==> src/rtl/wb_regfile.sv <==
// Write-back register file: commits EX/WB results, serves two combinational
// read ports with same-cycle write-through bypass, and counts commits.
// Optional: define R0_ZERO_EN to hardwire register 0 to zero.
module wb_regfile #(
  parameter int DATA_W = 8,
  parameter int ADDR_W = 3,
  parameter int CNT_W  = 16
) (
  input  logic              clock,
  input  logic              reset,
  input  logic [DATA_W-1:0] wb_data,
  input  logic [ADDR_W-1:0] wb_rd,
  input  logic              wb_regWrite,
  input  logic [ADDR_W-1:0] rs_addr,
  input  logic [ADDR_W-1:0] rt_addr,
  output logic [DATA_W-1:0] rs_data,
  output logic [DATA_W-1:0] rt_data,
  output logic [CNT_W-1:0]  wb_count
);

  localparam int NREGS = 2**ADDR_W;

  logic [DATA_W-1:0] r_regs [NREGS];
  logic [CNT_W-1:0]  r_count;
  logic              w_commit;
  logic              w_byp_rs;
  logic              w_byp_rt;

`ifdef R0_ZERO_EN
  // Writes aimed at register 0 are dropped entirely: no storage, no bypass, no count.
  assign w_commit = wb_regWrite && (wb_rd != '0);
`else
  assign w_commit = wb_regWrite;
`endif

  assign w_byp_rs = reset && w_commit && (wb_rd == rs_addr);
  assign w_byp_rt = reset && w_commit && (wb_rd == rt_addr);

  // Register 0 is never written when R0_ZERO_EN is set, so it stays at its reset zero.
  assign rs_data  = !reset   ? '0 :
                    w_byp_rs ? wb_data : r_regs[rs_addr];
  assign rt_data  = !reset   ? '0 :
                    w_byp_rt ? wb_data : r_regs[rt_addr];
  assign wb_count = r_count;

  // NOTE: the storage array is reset on purpose -- decode must read 0 from every
  // register after reset, so this is flops, not an uninitialised RAM macro.
  // NOTE: non-blocking assignments keep every flop sampling pre-edge values.
  always_ff @(posedge clock or negedge reset) begin
    if (!reset) begin
      for (int i = 0; i < NREGS; i++) r_regs[i] <= '0;
      r_count <= '0;
    end else if (w_commit) begin
      r_regs[wb_rd] <= wb_data;
      r_count       <= r_count + CNT_W'(1);
    end
  end

endmodule

==> config.mk <==
export PLATFORM = sky130hd
export DESIGN_NAME = wb_regfile
export DESIGN_NICKNAME = d
export VERILOG_FILES = /design/src/rtl/wb_regfile.sv
export SDC_FILE = /design/constraint.sdc
export NUM_CORES = 1
export LEC_CHECK = 0
export ABC_CLOCK_PERIOD_IN_PS = 1900
export BUFFER_PORTS_ARGS = -buffer_cell sky130_fd_sc_hd__buf_2
export CORE_MARGIN = 2
export CORE_UTILIZATION = 35
export CTS_CLUSTER_SIZE = 12
export DETAILED_ROUTE_END_ITERATION = 12
export PLACE_DENSITY_LB_ADDON = 0.25
export SETUP_SLACK_MARGIN = 0.15
export SYNTH_ARGS = -nofsm -noshare
export SYNTH_HDL_FRONTEND = slang
export SYNTH_SLANG_ARGS = --single-unit
==> constraint.sdc <==
create_clock -name clock -period 1.9 [get_ports clock]
set_input_delay 0.19 -clock clock [delete_from_list [all_inputs] [get_ports clock]]
set_output_delay 0.19 -clock clock [all_outputs]
set_load 0.01 [all_outputs]
==> flow_summary.yaml, run 1 <==
timing:
  period_needed_ns: 1.854
  fin_skew_ns: 0.004550
  tns_ns: 0
  fin_hold_ws_ns: -0.06922
  finalHoldViolations: 71
  max_slew.worst_pin.slew_ns: 0.4607
  rsz0062_at_grt: "yes"
  drv_slew: 0
  fmax_mhz: 539.5
  slew_headroom_pct: 69.29
  final-setup-viol-count: 0
  min_period_over_period_pct: 97.56
routing:
  dr_total_vias: 3103
  routed_wl_um: 11390
  viasPerCell: 5.332
  firstDrtPassIters: 4
  drtIter0Drc: 136
  met2_length_um: 5086
  drc_errors: 0
  highest_layer: "met4"
  met1Wirelength_um: 5500
  drtAntennaViolNets: 0
  wl_met3_um: 620
  wire_per_inst_um: 19.58
outcome:
  violations: "negative hold slack"
  outcome: "finished with violations"
floorplanning:
  fp.dieH_um: 115.6
  fp-row-count: 40
  dieArea_um2: 13360
  die_width_um: 115.6
  placeableCoreArea_um2: 12060
  io_pins: 52
  initial_utilization_pct: 36.14
clock_network:
  htree_levels: 3
  cts.sinks: 80
  clk_pin_slew_worst_paths_ns: 0.06
  clock-root-buffer: "clkbuf_16"
  clockBufferDepth: 2
  insertion_delay_ns: 0.34
  cts_tree: "built"
  cts_buffers: 9
setup_path:
  worst-endpoint-arrival_ns: 1.66
  cp_data_required_time_ns: 1.71
  crit_type: "reg2out"
  cp-end-kind: "primary output"
  worstSetupStartpointType: "flip-flop"
  cp_cell_sequence: "mux4_2 > mux2i_2 > a21oi_2 > buf_2"
  slowest_delay_ns: 0.50
  critPathBufInv: 1
  crit_fanout: 3
  slowest_stage: "mux4_2"
  critical_path.top_delay_family: "multiplexers"
logic_synthesis:
  ys_seq_area_share_pct: 45.92
  syn_area_um2: 4359
  synth_cells: 345
  synth_area_per_cell_um2: 12.64
  synth_seq_cells: 80
  synth_nets: 366
  synth_cell_type_count: 31
  ys_warn_count: 0
global_routing:
  grt_pass1_wl_um: 17780
  globalRouteOverflowTotal: 0
  grtUsageTotal_pct: 18.01
  grt_max_degree: 97
  grt_pass1_vias: 3209
  antenna_found_initial: 0
finish:
  syn_to_final_growth_pct: 24.17
  diodes: 0
  layoutNonFillerInstCount: 582
  drive_above_1_share_pct: 51.93
  most-common-layout-cells: "80 x dfrtp_1, 65 x mux2_2, 50 x buf_2, 28 x mux2i_1, 27 x buf_4"
  final_common_cell: "dfrtp_1"
  fin_nets: 431
  post-route-util_pct: 44.88
placed_design:
  dp_hpwl_um: 7824
  port_buffers: 51
  dp_cells: 564
  gp_congestion: 0.7856
power:
  leakage_uw: 0.002352
  power.density_nw_per_um2: 1051
  power.ir.vdd_worst_uv: 824.8
min_path:
  min_path_type: "in2async"
job:
  max_cap_violations: 0
[power by group]
part | internal (uW) | total, uW | switching, uW
combinational | 771 | 1390 | 619
clock | 1220 | 1910 | 689
sequential | 2080 | 2390 | 313
[path summary, 6_finish.rpt]
path,endpoint,cells after the start,start,slack [ns]
min in group clock,r_regs[9],2,wb_data[1],0.23
worst min register to register,wb_count[15],1,wb_count[15],0.47
worst min-delay path,r_regs[52],2,reset,-0.07
worst max-delay path,rs_data[6],4,r_regs[6],0.05
worst max register to register,wb_count[14],6,wb_count[0],0.30
max in group asynchronous,r_regs[28],3,reset,0.79
[sequential cells by signal, summed over array words and instances (netlist names)]
name	flops
r_regs	64
wb_count	16
[worst reg2reg max path, cell delays in order (launching register included)]
cell and delay [ns]:
dfrtp_1 0.41, ha_1 0.20, nand4_2 0.18, nor4_1 0.29, buf_4 0.17, nand3_1 0.10, xnor2_1 0.14
[layer usage]
metal | track usage (%) | vias up
met3 | 4.864 | 15
met2 | 26.51 | 93
met1 | 25.89 | 1581
met5 | 0 | -
met4 | 5.783 | 0
li1 | - | 1414
[synthesized netlist by cell type (all sizes together)]
master  instances  area (um2)
buf            23       126.4
o22ai          14       87.58
nand4b          3       26.28
nand2b          3       18.77
ha              1       12.51
dfrtp          80        2002
or2             2       12.51
or4             3       22.52
xor2           11       96.34
mux2           65       732.0
nor3b           2       25.02
mux2i          30       300.3
nor2            5       18.77
inv             3       11.26
nand4           5       37.53
nand3           3       15.01
nor3            2       20.02
a21oi          30       150.1
o21ai          16       83.83
and3            1       6.260
clkbuf          6       22.52
mux4           18       405.4
nand2           7       26.28
nor4            2       12.51
xnor2          10       87.58
[per-stage QoR]
stage,cell area (um2),total power (uW),setup slack (ns)
final,5413,5691,0.04633
after global routing,5413,5991,-0.01745
after CTS,5334,5720,0.02519
after detailed placement,4933,3719,0.1102
after global placement,4933,3665,0.1383
after floorplan,4359,3252,0.2325
[repair_timing]
| item | 4_1_cts | 5_1_grt |
|---|---|---|
| hold endpoints to repair | 80 | 9 |
| setup buffers | 0 | 2 |
| gates resized for setup | 22 | 15 |
| pin swaps | 26 | 6 |
| endpoints found under the setup margin | 16 | 18 |
[area by class of cell]
type / count / area, um2
Tap cell: 168 / 210.2
Sequential cell: 80 / 2002
Clock buffer: 11 / 252.7
Clock inverter: 4 / 76.32
Multi-Input combinational cell: 233 / 2315
Inverter: 3 / 11.26
Fill cell: 1123 / 6649
Timing Repair Buffer: 83 / 545.5
[kinds of logic (layout without fill, tap and decap cells)]
group	Yosys count	after routing	synth area share, %
mux	113	113	32.98
flops	80	80	45.92
compound gates	60	60	7.376
simple gates	38	38	5.540
buf+inv	32	101	3.674
xor+xnor	21	21	4.219
fa+ha+maj	1	1	0.2870
(Power assumes the default switching activity.)
==> run 2, diff against run 1 <==
--- a/config.mk
+++ b/config.mk
@@ -5,10 +5,10 @@
 export SDC_FILE = /design/constraint.sdc
 export NUM_CORES = 1
 export LEC_CHECK = 0
-export ABC_CLOCK_PERIOD_IN_PS = 1900
+export ABC_CLOCK_PERIOD_IN_PS = 1700
 export BUFFER_PORTS_ARGS = -buffer_cell sky130_fd_sc_hd__buf_2
 export CORE_MARGIN = 2
-export CORE_UTILIZATION = 35
+export CORE_UTILIZATION = 45
 export CTS_CLUSTER_SIZE = 12
 export DETAILED_ROUTE_END_ITERATION = 12
 export PLACE_DENSITY_LB_ADDON = 0.25
==> constraint.sdc (replaced) <==
create_clock -name clock -period 1.7 [get_ports clock]
set_input_delay 0.17 -clock clock [delete_from_list [all_inputs] [get_ports clock]]
set_output_delay 0.17 -clock clock [all_outputs]
set_load 0.01 [all_outputs]
==> run 2 against run 1 <==
  * The flow finishes with violations (negative setup slack)
  * Final area is 2.2% higher
  * Register-to-register slack worse by 0.05 ns
  * Cell count is 2.4% lower
  * Utilization is 14 points higher
  * First-iteration DRC count is 13% lower
  * Sequential share of layout area is 0.76 points lower
  * Critical path type unchanged
==> flow_summary.yaml, run 2 (synthesized netlist as in run 1, its figures left out) <==
outcome:
  outcome: "finished with violations"
  violations: "negative setup slack"
setup_path:
  rr_startpoint: "wb_count[3]"
  worstSetupStartpointType: "flip-flop"
  crit_path_start: "r_regs[1]"
  slowest_delay_ns: 0.50
  worst-endpoint-arrival_ns: 1.70
  crit_fanout: 3
  reg2reg_slack_ns: 0.25
  cp_data_required_time_ns: 1.53
  r2r-end: "wb_count[15]"
  crit_type: "reg2out"
  cp-end-kind: "primary output"
  slowest_stage: "mux4_2"
  reg2reg_depth: 4
  cp_cell_sequence: "mux4_2 > a21oi_2 > buf_4 > a21oi_4 > buf_6"
clock_network:
  clock-root-buffer: "clkbuf_8"
  insertion_delay_ns: 0.37
  htree_levels: 3
  clockBufferDepth: 2
  clk_pin_slew_worst_paths_ns: 0.09
  cts_buffers: 9
  cts_tree: "built"
  cts.sinks: 80
timing:
  min_period_over_period_pct: 110.3
  fin_hold_ws_ns: 0.1766
  drv_slew: 0
  period_needed_ns: 1.874
  final-setup-viol-count: 16
  max_slew.worst_pin.slew_ns: 0.9211
  rsz0062_at_grt: "yes"
  slew_headroom_pct: 38.39
  fin_skew_ns: 0.005283
  finalHoldViolations: 0
  fmax_mhz: 533.5
  timing.final.ws_setup_ns: -0.1745
finish:
  fin_area_um2: 5533
  nFillCells: 794
  post-route-util_pct: 59.32
  layoutNonFillerInstCount: 568
  final_common_cell: "dfrtp_1"
  top_register: "r_regs"
  syn_to_final_growth_pct: 26.92
  largest_reg_flops: 64
  fin_nets: 455
  drive_above_1_share_pct: 57.63
  most-common-layout-cells: "78 x dfrtp_1, 65 x mux2_2, 53 x buf_4, 48 x buf_2, 28 x mux2i_1"
  diodes: 0
placed_design:
  port_buffers: 51
  gp_congestion: 0.7724
  dp_hpwl_um: 7702
  postPlaceCellArea_um2: 5095
  dp_cells: 540
routing:
  drtAntennaViolNets: 0
  dr_total_vias: 3268
  drtIter0Drc: 118
  firstDrtPassIters: 4
  wire_per_inst_um: 19.99
  drc_errors: 0
  viasPerCell: 5.754
  routed_wl_um: 11350
floorplanning:
  die_width_um: 102.4
  io_pins: 52
  initial_utilization_pct: 46.73
  fp-row-count: 35
  fp.dieH_um: 102.4
  placeableCoreArea_um2: 9328
  dieArea_um2: 10490
global_routing:
  grt_pass1_wl_um: 18010
  grt_max_degree: 63
  antenna_found_initial: 0
  grt_pass1_vias: 3326
  globalRouteOverflowTotal: 0
  grtUsageTotal_pct: 23.33
min_path:
  worstHoldStart: "wb_data[1]"
  min_path_type: "in2reg"
  whs_path_depth: 2
  min_to: "r_regs[1]"
power:
  leakage_uw: 0.002421
  power.density_nw_per_um2: 1094
  power.ir.vdd_worst_uv: 803.0
  finalPower_uw: 6054
job:
  max_cap_violations: 0
run 2: metal layers:
| metal | up-vias | routed length, um | global-route usage [%] |
|---|---|---|---|
| met5 | - | 0 | 0 |
| met4 | 0 | 127 | 7.282 |
| met3 | 13 | 784 | 4.856 |
| met2 | 102 | 5401 | 36.60 |
| met1 | 1686 | 5040 | 32.71 |
| li1 | 1467 | - | - |
run 2: timing repair:
action	in CTS	in global routing
gates cloned	0	0
gates resized for setup	21	9
pin swaps	27	7
hold endpoints to repair	18	0
endpoints found under the setup margin	17	20
setup buffers	2	9
hold buffers	1	0
run 2: power breakdown:
part           internal [uW]  switching, uW  leakage [uW]  total, uW
Sequential              2320            341      0.000967       2670
Combinational           1010            764       0.00134       1780
Clock                    842            771      0.000110       1610
run 2: final cells by class:
cell class | instances | area [um2] | area share [%]
Clock inverter | 7 | 102.6 | 1.854
Sequential cell | 80 | 2004 | 36.23
Timing Repair Buffer | 107 | 725.7 | 13.12
Inverter | 3 | 11.26 | 0.2035
Clock buffer | 9 | 123.9 | 2.239
Tap cell | 129 | 161.4 | 2.917
Multi-Input combinational cell | 233 | 2404 | 43.44
run 2: worst max path at each step:
stage | endpoint | slack (ns) | cells past startpoint
2_1_floorplan | rt_data[6] | 0.12 | 6
3_3_place_gp | rt_data[6] | -0.07 | 7
3_5_place_dp | rt_data[2] | -0.1 | 7
4_1_cts | rt_data[3] | -0.18 | 5
5_1_grt | rt_data[3] | -0.24 | 5
6_report | rt_data[1] | -0.17 | 5
run 2: per-stage QoR:
stage	setup TNS, ns	setup slack, ns
finish	-1.750	-0.1745
global route	-2.588	-0.2442
CTS	-1.967	-0.1821
detailed placement	-1.031	-0.09959
global placement	-0.5785	-0.06543
floorplan	0	0.1222
run 2: critical path, delay by kind of cell, from the launching register on:
family,cells,cell delay [ns]
mux,1,0.50
flops,1,0.40
buf+inv,2,0.25
compound gates,2,0.19
==> run 3, diff against run 2 <==
--- a/config.mk
+++ b/config.mk
@@ -5,7 +5,7 @@
 export SDC_FILE = /design/constraint.sdc
 export NUM_CORES = 1
 export LEC_CHECK = 0
-export ABC_CLOCK_PERIOD_IN_PS = 1700
+export ABC_CLOCK_PERIOD_IN_PS = 1550
 export BUFFER_PORTS_ARGS = -buffer_cell sky130_fd_sc_hd__buf_2
 export CORE_MARGIN = 2
 export CORE_UTILIZATION = 45
==> constraint.sdc (replaced) <==
create_clock -name clock -period 1.55 [get_ports clock]
set_input_delay 0.155 -clock clock [delete_from_list [all_inputs] [get_ports clock]]
set_output_delay 0.155 -clock clock [all_outputs]
set_load 0.01 [all_outputs]
==> run 3 against run 2 <==
  * Global-route usage shrank 1.0 points
  * Clock power rose by 6%
  * Critical path type unchanged
  * Largest cell class unchanged
  * Cell count fell by 0.35%
  * Register-to-register slack worse by 0.19 ns
  * The run ends with negative hold slack, negative setup slack left
==> flow_summary.yaml, run 3 (synthesized netlist as in run 1, its figures left out) <==
outcome:
  outcome: "finished with violations"
  violations: "negative hold slack, negative setup slack"
power:
  power.ir.vdd_worst_uv: 919.6
  p_comb_share_pct: 31.2
  p_sw_uw: 2039
  leakage_uw: 0.002409
  p_sw_share_pct: 30.59
  p_int_uw: 4625
  power.density_nw_per_um2: 1198
  pwr-share-clk_pct: 25.6
  power_frac_seq_pct: 43.3
timing:
  tns_ns: -3.467
  slew_headroom_pct: 69.53
  finalHoldViolations: 44
  min_period_over_period_pct: 115.7
  drv_slew: 0
  fmax_mhz: 557.5
  period_needed_ns: 1.794
  timing.final.ws_setup_ns: -0.2436
  fin_hold_ws_ns: -0.1202
  rsz0062_at_grt: "yes"
  final-setup-viol-count: 16
  max_slew.worst_pin.slew_ns: 0.4556
  fin_skew_ns: 0.002918
finish:
  fin_nets: 453
  most-common-layout-cells: "78 x dfrtp_1, 65 x mux2_2, 51 x buf_4, 48 x buf_2, 29 x mux2i_1"
  top_register: "r_regs"
  largest_reg_flops: 64
  fin_area_um2: 5562
  syn_to_final_growth_pct: 27.58
  nFillCells: 762
  diodes: 0
  final_common_cell: "dfrtp_1"
  drive_above_1_share_pct: 58.35
routing:
  drtAntennaViolNets: 0
  drtIter0Drc: 159
  firstDrtPassIters: 5
  drc_errors: 0
  wire_per_inst_um: 19.16
  dr_total_vias: 3199
  routed_wl_um: 10840
  viasPerCell: 5.652
placed_design:
  gp_congestion: 0.7752
  dp_slack_ns: -0.2494
  port_buffers: 51
  dp_hpwl_um: 7192
  postPlaceCellArea_um2: 5059
setup_path:
  r2r-end: "wb_count[15]"
  rr_startpoint: "wb_count[0]"
  crit_top_cell: "a21oi_4"
  worstSetupStartpointType: "flip-flop"
  crit_type: "reg2out"
  slowest_delay_ns: 0.51
  reg2reg_depth: 5
  cp_cell_sequence: "mux4_2 > a21oi_4 > a21oi_4 > buf_2"
  crit_fanout: 3
  cp-end-kind: "primary output"
  worst-endpoint-arrival_ns: 1.64
  reg2reg_slack_ns: 0.06
  cp_data_required_time_ns: 1.39
  slowest_stage: "mux4_2"
floorplanning:
  initial_utilization_pct: 46.73
  io_pins: 52
  dieArea_um2: 10490
  placeableCoreArea_um2: 9328
  fp-row-count: 35
  die_width_um: 102.4
  fp.dieH_um: 102.4
clock_network:
  clock-root-buffer: "clkbuf_8"
  cts.sinks: 80
  clockBufferDepth: 2
  htree_levels: 3
  cts_buffers: 9
  clk_pin_slew_worst_paths_ns: 0.09
  insertion_delay_ns: 0.36
  ctsHoldBuffers: 1
  cts_tree: "built"
global_routing:
  antenna_found_initial: 0
  globalRouteOverflowTotal: 0
  grtUsageTotal_pct: 22.30
  grt_pass1_vias: 3269
  grt_pass1_wl_um: 17420
  grt_max_degree: 54
min_path:
  min_path_type: "in2async"
job:
  max_cap_violations: 0
-- run 3: worst max path at each step --
| stage | cells after the start | startpoint | slack, ns | end |
|---|---|---|---|---|
| final | 4 | r_regs[0] | -0.24 | rt_data[0] |
| after global routing | 4 | r_regs[18] | -0.31 | rt_data[2] |
| after CTS | 4 | r_regs[16] | -0.25 | rt_data[0] |
| after detailed placement | 7 | wb_rd[2] | -0.25 | rt_data[2] |
| after global placement | 7 | wb_rd[2] | -0.18 | rt_data[2] |
| after floorplan | 6 | wb_rd[2] | -0.003 | rt_data[6] |
-- run 3: what timing repair did --
action,CTS,global route
endpoints found under the setup margin,21,21
endpoints found under the hold margin,53,44
pin swaps,25,7
buffers inserted,10,5
resized for setup,22,12
-- run 3: critical path: cells and delay by family (launching register included) --
family	cells	cell delay [ns]
AOI/OAI and AO/OA	2	0.23
buffers and inverters	1	0.14
DFF	1	0.39
muxes	1	0.51
-- run 3: per-stage QoR --
stage          hold WS [ns]  cells  power [uW]  util, %
6_report            -0.1202    566        6663    59.62
5_1_grt            -0.09986    566        7019    59.62
4_1_cts             -0.1066    561        6549    58.56
3_5_place_dp         0.2679    534        4618    54.23
3_3_place_gp         0.2750    534        4543    54.23
2_1_floorplan       -0.1406    345        4071        -
-- run 3: area by class of cell --
| class | count | area [um2] | share of cell area (%) |
|---|---|---|---|
| clock inverters | 7 | 93.84 | 1.687 |
| clock buffers | 9 | 123.9 | 2.227 |
| multi-input cells | 233 | 2460 | 44.23 |
| flip-flops and latches | 80 | 2004 | 36.04 |
| inverters | 3 | 11.26 | 0.2025 |
| well taps | 129 | 161.4 | 2.902 |
| repair buffers | 105 | 706.9 | 12.71 |
-- run 3: power groups by stage --
stage	combinational, uW	sequential [uW]	clock, uW
2_1_floorplan	1170	2900	0
3_3_place_gp	1620	2930	0
3_5_place_dp	1650	2970	0
4_1_cts	1940	2870	1740
5_1_grt	2250	2940	1830
6_report	2080	2880	1700
-- run 3: layer usage --
layer  share of wire (%)  track usage [%]
met5                   0                0
met4                 1.1            5.744
met3                 4.4            4.925
met2                  50            36.95
met1                  45            29.90
